===== src/rtl/axil_sram_ctrl.sv =====
// axil_sram_ctrl: AXI-Lite slave that round-robins buffered reads/writes onto one synchronous SRAM port.
// Optional macro AXIL_SRAM_CTRL_STATS_EN adds saturating OKAY-response counters rd_count/wr_count.
module axil_sram_ctrl #(
  parameter int DATA_WIDTH     = 32,
  parameter int ADDR_WIDTH     = 32,
  parameter int MEM_ADDR_WIDTH = 22,
  parameter int READ_LATENCY   = 1
) (
  input  logic                      clk,
  input  logic                      rst,
  input  logic [ADDR_WIDTH-1:0]     s_axil_awaddr,
  input  logic [2:0]                s_axil_awprot,
  input  logic                      s_axil_awvalid,
  output logic                      s_axil_awready,
  input  logic [DATA_WIDTH-1:0]     s_axil_wdata,
  input  logic [DATA_WIDTH/8-1:0]   s_axil_wstrb,
  input  logic                      s_axil_wvalid,
  output logic                      s_axil_wready,
  output logic [1:0]                s_axil_bresp,
  output logic                      s_axil_bvalid,
  input  logic                      s_axil_bready,
  input  logic [ADDR_WIDTH-1:0]     s_axil_araddr,
  input  logic [2:0]                s_axil_arprot,
  input  logic                      s_axil_arvalid,
  output logic                      s_axil_arready,
  output logic [DATA_WIDTH-1:0]     s_axil_rdata,
  output logic [1:0]                s_axil_rresp,
  output logic                      s_axil_rvalid,
  input  logic                      s_axil_rready,
  output logic                      mem_en,
  output logic [DATA_WIDTH/8-1:0]   mem_we,
  output logic [MEM_ADDR_WIDTH-1:0] mem_addr,
  output logic [DATA_WIDTH-1:0]     mem_wdata,
  input  logic [DATA_WIDTH-1:0]     mem_rdata
`ifdef AXIL_SRAM_CTRL_STATS_EN
  ,
  output logic [15:0]               rd_count,
  output logic [15:0]               wr_count
`endif
);
  typedef enum logic [2:0] {IDLE, ACCESS, RWAIT, RRESP, BRESP} state_t;
  state_t state, state_nx;
  logic aw_full, w_full, ar_full, last_wr, op_wr;
  logic [ADDR_WIDTH-1:0] aw_addr, ar_addr;
  logic [DATA_WIDTH-1:0] w_data;
  logic [DATA_WIDTH/8-1:0] w_strb, wr_strb;
  logic [1:0] lat;
  logic wr_pend, grant_rd, grant_wr, aw_ok, ar_ok, lat_done;
  logic unused;
  assign unused = ^{s_axil_awprot, s_axil_arprot, aw_addr[1:0], ar_addr[1:0]};
  assign s_axil_awready = !aw_full;
  assign s_axil_wready = !w_full;
  assign s_axil_arready = !ar_full;
  assign wr_pend = aw_full && w_full;
  // read wins unless a write is also pending and the previous tie went to a read
  assign grant_rd = (state == IDLE) && ar_full && (!wr_pend || last_wr);
  assign grant_wr = (state == IDLE) && wr_pend && !grant_rd;
  assign aw_ok = aw_addr[ADDR_WIDTH-1:MEM_ADDR_WIDTH+2] == '0;
  assign ar_ok = ar_addr[ADDR_WIDTH-1:MEM_ADDR_WIDTH+2] == '0;
  assign lat_done = lat == 2'(READ_LATENCY - 1);
  always_comb begin
    state_nx = state;
    mem_en = 1'b0;
    mem_we = '0;
    s_axil_bvalid = 1'b0;
    s_axil_rvalid = 1'b0;
    case (state)
      IDLE:   state_nx = grant_rd ? (ar_ok ? ACCESS : RRESP) : grant_wr ? (aw_ok ? ACCESS : BRESP) : IDLE;
      ACCESS: begin
        mem_en = 1'b1;
        mem_we = op_wr ? wr_strb : '0;
        state_nx = op_wr ? BRESP : RWAIT;
      end
      RWAIT:  state_nx = lat_done ? RRESP : RWAIT;
      RRESP:  begin
        s_axil_rvalid = 1'b1;
        state_nx = s_axil_rready ? IDLE : RRESP;
      end
      BRESP:  begin
        s_axil_bvalid = 1'b1;
        state_nx = s_axil_bready ? IDLE : BRESP;
      end
      default: state_nx = IDLE;
    endcase
  end
  always_ff @(posedge clk or negedge rst) begin
    if (!rst) begin
      state <= IDLE;
      aw_full <= 1'b0;
      w_full <= 1'b0;
      ar_full <= 1'b0;
      aw_addr <= '0;
      ar_addr <= '0;
      w_data <= '0;
      w_strb <= '0;
      wr_strb <= '0;
      last_wr <= 1'b1;
      op_wr <= 1'b0;
      lat <= '0;
      mem_addr <= '0;
      mem_wdata <= '0;
      s_axil_rdata <= '0;
      s_axil_rresp <= 2'b00;
      s_axil_bresp <= 2'b00;
    end else begin
      state <= state_nx;
      if (grant_wr) aw_full <= 1'b0;
      if (grant_wr) w_full <= 1'b0;
      if (grant_rd) ar_full <= 1'b0;
      if (s_axil_awvalid && !aw_full) begin
        aw_full <= 1'b1;
        aw_addr <= s_axil_awaddr;
      end
      if (s_axil_wvalid && !w_full) begin
        w_full <= 1'b1;
        w_data <= s_axil_wdata;
        w_strb <= s_axil_wstrb;
      end
      if (s_axil_arvalid && !ar_full) begin
        ar_full <= 1'b1;
        ar_addr <= s_axil_araddr;
      end
      // the round-robin pointer only moves when both sides competed
      if (grant_wr && ar_full) last_wr <= 1'b1;
      if (grant_rd && wr_pend) last_wr <= 1'b0;
      if (grant_rd) begin
        op_wr <= 1'b0;
        lat <= '0;
        mem_addr <= ar_addr[MEM_ADDR_WIDTH+1:2];
        s_axil_rdata <= '0;
        s_axil_rresp <= ar_ok ? 2'b00 : 2'b10;
      end
      if (grant_wr) begin
        op_wr <= 1'b1;
        mem_addr <= aw_addr[MEM_ADDR_WIDTH+1:2];
        mem_wdata <= w_data;
        wr_strb <= w_strb;
        s_axil_bresp <= aw_ok ? 2'b00 : 2'b10;
      end
      if (state == RWAIT) lat <= lat + 2'd1;
      if (state == RWAIT && lat_done) s_axil_rdata <= mem_rdata;
    end
  end
`ifdef AXIL_SRAM_CTRL_STATS_EN
  always_ff @(posedge clk or negedge rst) begin
    if (!rst) begin
      rd_count <= '0;
      wr_count <= '0;
    end else begin
      if (s_axil_rvalid && s_axil_rready && s_axil_rresp == 2'b00 && rd_count != 16'hFFFF) rd_count <= rd_count + 16'd1;
      if (s_axil_bvalid && s_axil_bready && s_axil_bresp == 2'b00 && wr_count != 16'hFFFF) wr_count <= wr_count + 16'd1;
    end
  end
`endif
endmodule

===== config.mk =====
export PLATFORM = sky130hd
export DESIGN_NAME = axil_sram_ctrl
export DESIGN_NICKNAME = d
export VERILOG_FILES = /design/src/rtl/axil_sram_ctrl.sv
export SDC_FILE = /design/constraint.sdc
export NUM_CORES = 1
export LEC_CHECK = 0
export ABC_CLOCK_PERIOD_IN_PS = 6500
export CAP_MARGIN = 25
export CORE_ASPECT_RATIO = 0.5
export CORE_MARGIN = 2
export CORE_UTILIZATION = 50
export DETAILED_ROUTE_END_ITERATION = 8
export HOLD_SLACK_MARGIN = 0.05
export MAX_ROUTING_LAYER = met4
export PLACE_DENSITY = 0.86
export SLEW_MARGIN = 10
export SYNTH_ARGS = -nofsm -noshare
export SYNTH_HDL_FRONTEND = slang
export SYNTH_SLANG_ARGS = --single-unit

===== constraint.sdc =====
create_clock -name clk -period 6.5 [get_ports clk]
set_clock_uncertainty 0.05 [all_clocks]
set_input_delay 0.975 -clock clk [delete_from_list [all_inputs] [get_ports clk]]
set_output_delay 0.975 -clock clk [all_outputs]
set_load 0.03 [all_outputs]

[Yosys cells after proc, flatten, opt, wreduce, memory -nomap -nowiden]
Cells that the tools add are included.
Operators by class
  $add $sub $neg: 1
  multiply operators: 0
  divide/modulo/power cells: 0
  order comparisons: 0
  equal/unequal tests: 4
  shift-type cells: 0
  mux-type cells: 30
  bitwise logic cells: 0
  reduce and logical (&&, ||, !) cells: 28
Operators with widths (count)
  two-way mux 32 bit: 2
  two-way mux 22 bit: 2
  logical NOT 8 bit: 2
  two-way mux 3 bit: 5
  one-hot mux 3 bit (5 select lines): 1
  nonzero test 2 bit: 7
  two-way mux 1 bit: 12
  two-way mux 2 bit: 6
  logical AND 1 bit: 11
  two-way mux 4 bit: 2
  equality test 3 x 2 -> 1 bit (second input constant): 2
  logical NOT 1 bit: 5
  equality test 3 x 1 -> 1 bit (second input constant): 1
  equality test 3 bit (second input constant): 1
  logical NOT 3 bit: 1
  adder 2 x 1 -> 2 bit (second input constant): 1
  logical NOT 2 bit: 1
  logical OR 1 bit: 1
Storage, ports and cells
  flip-flop bits (word level): 204
  bits in latches: 0
  bits in writable memories: 0
  memory bits (read-only): 0
  bits of input ports: 145
  memories: 0

[Depth between registers and ports, before layout]
  depth in word-level cells: 9
  gate-level depth with buffers: 7
  depth with buffers taken out: 5

[Worst setup path before layout]
OpenSTA, ideal clock, no wires.
  path type: flip-flop to output port
  from: reg state[0]
  to: out mem_we[0]
  arrival time: 1961 ps
  slack: 3514 ps
  cell stages (with the launch flop): 4
  cell sequence: dfrtp_1 -> clkbuf_1 -> nor3b_1 -> and3_1
On the way
  cells in the longest elaborated chain, start to end: 2
RTL lines
  from (decl): RTL line 42  | state_t state, state_nx;
  from (signal assigned): RTL line 106  | state <= state_nx;
  equality test 3 x 1 -> 1 bit: RTL line 67  | case (state)
  two-way mux 4 bit: RTL line 67
  to (decl): RTL line 31  | output logic [DATA_WIDTH/8-1:0] mem_we,
Every way passes these cells.

[Worst setup path in the final report]
  from: reg state[0]
  to: out mem_we[3]
The elaborated chain is that of the path after synthesis.

==> flow_summary.ini <==
[timing]
fmax_mhz = 266
layout_min_cycle_time_ns = 3.77
final_report_setup_violation_count = 0
timing.final.max_slew_violations = 0
rsz0062_at_grt = no
hold_fails_final_rpt = 0
slew_headroom_pct = 34.2
layout_setup_ws_ns = 2.73
max_slew.worst_pin.slew_ns = 0.985
final_min_period_over_clock_period_pct = 57.9
finalSetupTns_ns = 0

[run_status]
result_of_the_run = finished clean

[clock_tree]
numCtsBuffers = 17
cts_sinks = 198
clock_tree.htree_level_count = 4
cts-hold-fix-buffers = 0
ctsResizeCount = 0
clk_pin_slew_worst_paths_ns = 0.08
max-clock-path-buffers = 2
worst_skew_pair.late_latency_ns = 0.43
clockRootBuffer = clkbuf_16
cts_tree = built
post_cts_setup_bufs = 0

[floorplan]
rows = 32
die_x_um = 181
die-area_mm2 = 0.0167
num_io_pins = 245
initial_utilization_pct = 50.8
die_h_um = 92.3
placeableCoreArea_mm2 = 0.0153

[setup_path]
cp_max_fo = 10
worstSetupStartpointType = flip-flop
crit_required_ns = 5.47
worst-r2r-setup-slack_ns = 3.77
worstReg2RegEnd = mem_wdata[0]
worstSetupEndpointType = output port
cp.arrival_ns = 2.74
reg2reg_depth = 4
rr_startpoint = w_full
timing_worst_setup_path_type = reg -> out

[place]
port-buffer-count = 232
dpl.hpwl_mm = 12.5
numPlacedInstances = 951
gpl.final_weighted_congestion = 0.802
preCtsSetupSlack_ns = 3.21

[global_routing]
track_usage_pct = 24.0
gr-total-overflow = 0
grt_pass1_vias = 5718
first_pass_grt_wire_length_mm = 30.1
grt_max_degree = 134
grt_antenna_before_repair = 0

[synthesis]
synth_enable_flop_cells = 0
mappedNetlistArea_mm2 = 0.00780
synth_flop_cell = dfrtp_1
ys.warnings.count = 0
yosys_register_bits = 198
synth_async_sr_flop_share_pct = 100
yosys.cell_types.count = 37
syn-mean-instance-area_um2 = 14.2
synth_cells = 550
synth_seq_area_share_pct = 63.6

[route]
post-route-drc-count = 0
routedWlPerCell_um = 19.3
final_antenna_net_count = 0
routed_wl_mm = 19.1
firstDrtPassIters = 4
viasPerCell = 5.47
via_count = 5402
initialDrtViolationCount = 259

[min_path]
worst_hold_path_type = in -> async

[pwr]
switching_share_pct = 37.2
power.static_leakage_nw = 4.78
net-switching-power_mw = 2.15
pwr-share-comb_pct = 44.2
p_per_area_mw_per_mm2 = 528
share_clk_of_total_power_pct = 18.1
ir_worst_vdd_uv = 265
reg_power_share_pct = 37.6
cellInternalPower_mw = 3.63

[layout]
final_non_filler_cell_total = 988
final_layout_size_suffix_gt1_share_pct = 21.0
layout.filler_cells = 1000
area_growth_syn_to_layout_pct = 40.3
leading_cell_type_in_the_layout_fill_and_taps_excluded = clkdlybuf4s50_1
most-common-layout-cells = 231 x clkdlybuf4s50_1, 197 x dfrtp_1, 85 x mux2_2
nets = 917
antenna_cells_inserted = 0

[flow_run]
timing.max_cap.violations = 0
layer usage:
metal  track usage, %  vias up  part of all wire (%)
met5                -        -                     0
met4             8.20        0                   1.4
met3             4.76       24                   4.5
met2             41.1      189                    53
met1             28.8     2773                    42
li1                 -     2416                     -
through the flow:
stage | total power [mW] | utilization [%] | hold slack, ns | area (um2)
finish | 5.77 | 71.4 | 0.360 | 10900
global route | 6.08 | 71.4 | 0.351 | 10900
CTS | 5.77 | 70.8 | 0.454 | 10900
detailed placement | 4.69 | 67.0 | 0.430 | 10300
global placement | 4.58 | 66.9 | 0.431 | 10300
floorplan | 3.76 | - | 0.423 | 7800
cell type report:
class | instances | area [um2] | area share, %
Multi-Input combinational cell | 284 | 2580 | 23.5
Clock inverter | 14 | 139 | 1.27
Timing Repair Buffer | 243 | 2480 | 22.6
Inverter | 27 | 101 | 0.926
Tap cell | 204 | 255 | 2.33
Sequential cell | 198 | 4960 | 45.3
Clock buffer | 18 | 439 | 4.01
cells in the mapped netlist, types with 2 or more instances:
library cell  number  area, um2
a221o_1           23        230
nor2b_1            5       31.3
a21oi_1            2       10.0
or3_1              2       12.5
dfrtp_1          197       4930
nor3_1             2       10.0
inv_1             27        101
and3_1             5       31.3
a21o_1             4       30.0
mux2_4            28        420
buf_6              5       56.3
buf_4              2       15.0
nor2_1             2       7.51
nand3_1            2       10.0
nor3b_1            3       22.5
a22o_1            32        280
o21ai_0           23        115
nor4_1            26        163
clkbuf_1          30        113
mux2_2            85        957
buf_2              2       10.0
nand2_1           26       97.6
buf_1              3       11.3
power by group through the flow:
stage | combinational [mW] | clock, mW | sequential (mW)
floorplan | 1.20 | 0 | 2.56
global placement | 2.43 | 0 | 2.15
detailed placement | 2.51 | 0 | 2.18
CTS | 2.53 | 1.07 | 2.17
global route | 2.70 | 1.12 | 2.25
finish | 2.55 | 1.05 | 2.17
state kept, by name (all words and copies together) (netlist names):
signal and flops:
mem_wdata 32, s_axil_rdata 32, w_data 32, ar_addr 30, aw_addr 30, mem_addr 22
w_strb 4, wr_strb 4, state 3, lat 2, ar_full 1, aw_full 1
last_wr 1, op_wr 1, s_axil_bresp 1, s_axil_rresp 1, w_full 1
how the worst max path moves through the flow:
stage / startpoint / endpoint / cells past startpoint
after floorplan: state[0] / mem_we[0] / 3
after global placement: state[0] / mem_we[3] / 3
after detailed placement: state[0] / mem_we[3] / 3
after CTS: state[0] / mem_we[3] / 3
after global routing: state[0] / mem_we[3] / 3
final: state[0] / mem_we[3] / 3
critical path, stage by stage, from the launching register on:
cell	delay, ns
dfrtp_1	0.55
nor3b_1	0.79
and3_1	0.28
clkdlybuf4s50_1	0.69
kinds of logic (layout without fill, tap and decap cells):
| logic type | count (synthesis) | after routing | share of synthesized area, % |
|---|---|---|---|
| compound gates | 87 | 87 | 8.84 |
| flops | 198 | 198 | 63.6 |
| xor+xnor | 1 | 1 | 0.112 |
| other cells | 1 | 2 | 0.0481 |
| mux | 113 | 113 | 17.7 |
| simple gates | 80 | 80 | 5.68 |
| fa+ha+maj | 1 | 1 | 0.160 |
| buf+inv | 69 | 302 | 3.93 |
Note: power is estimated with default switching activity, not from simulation.
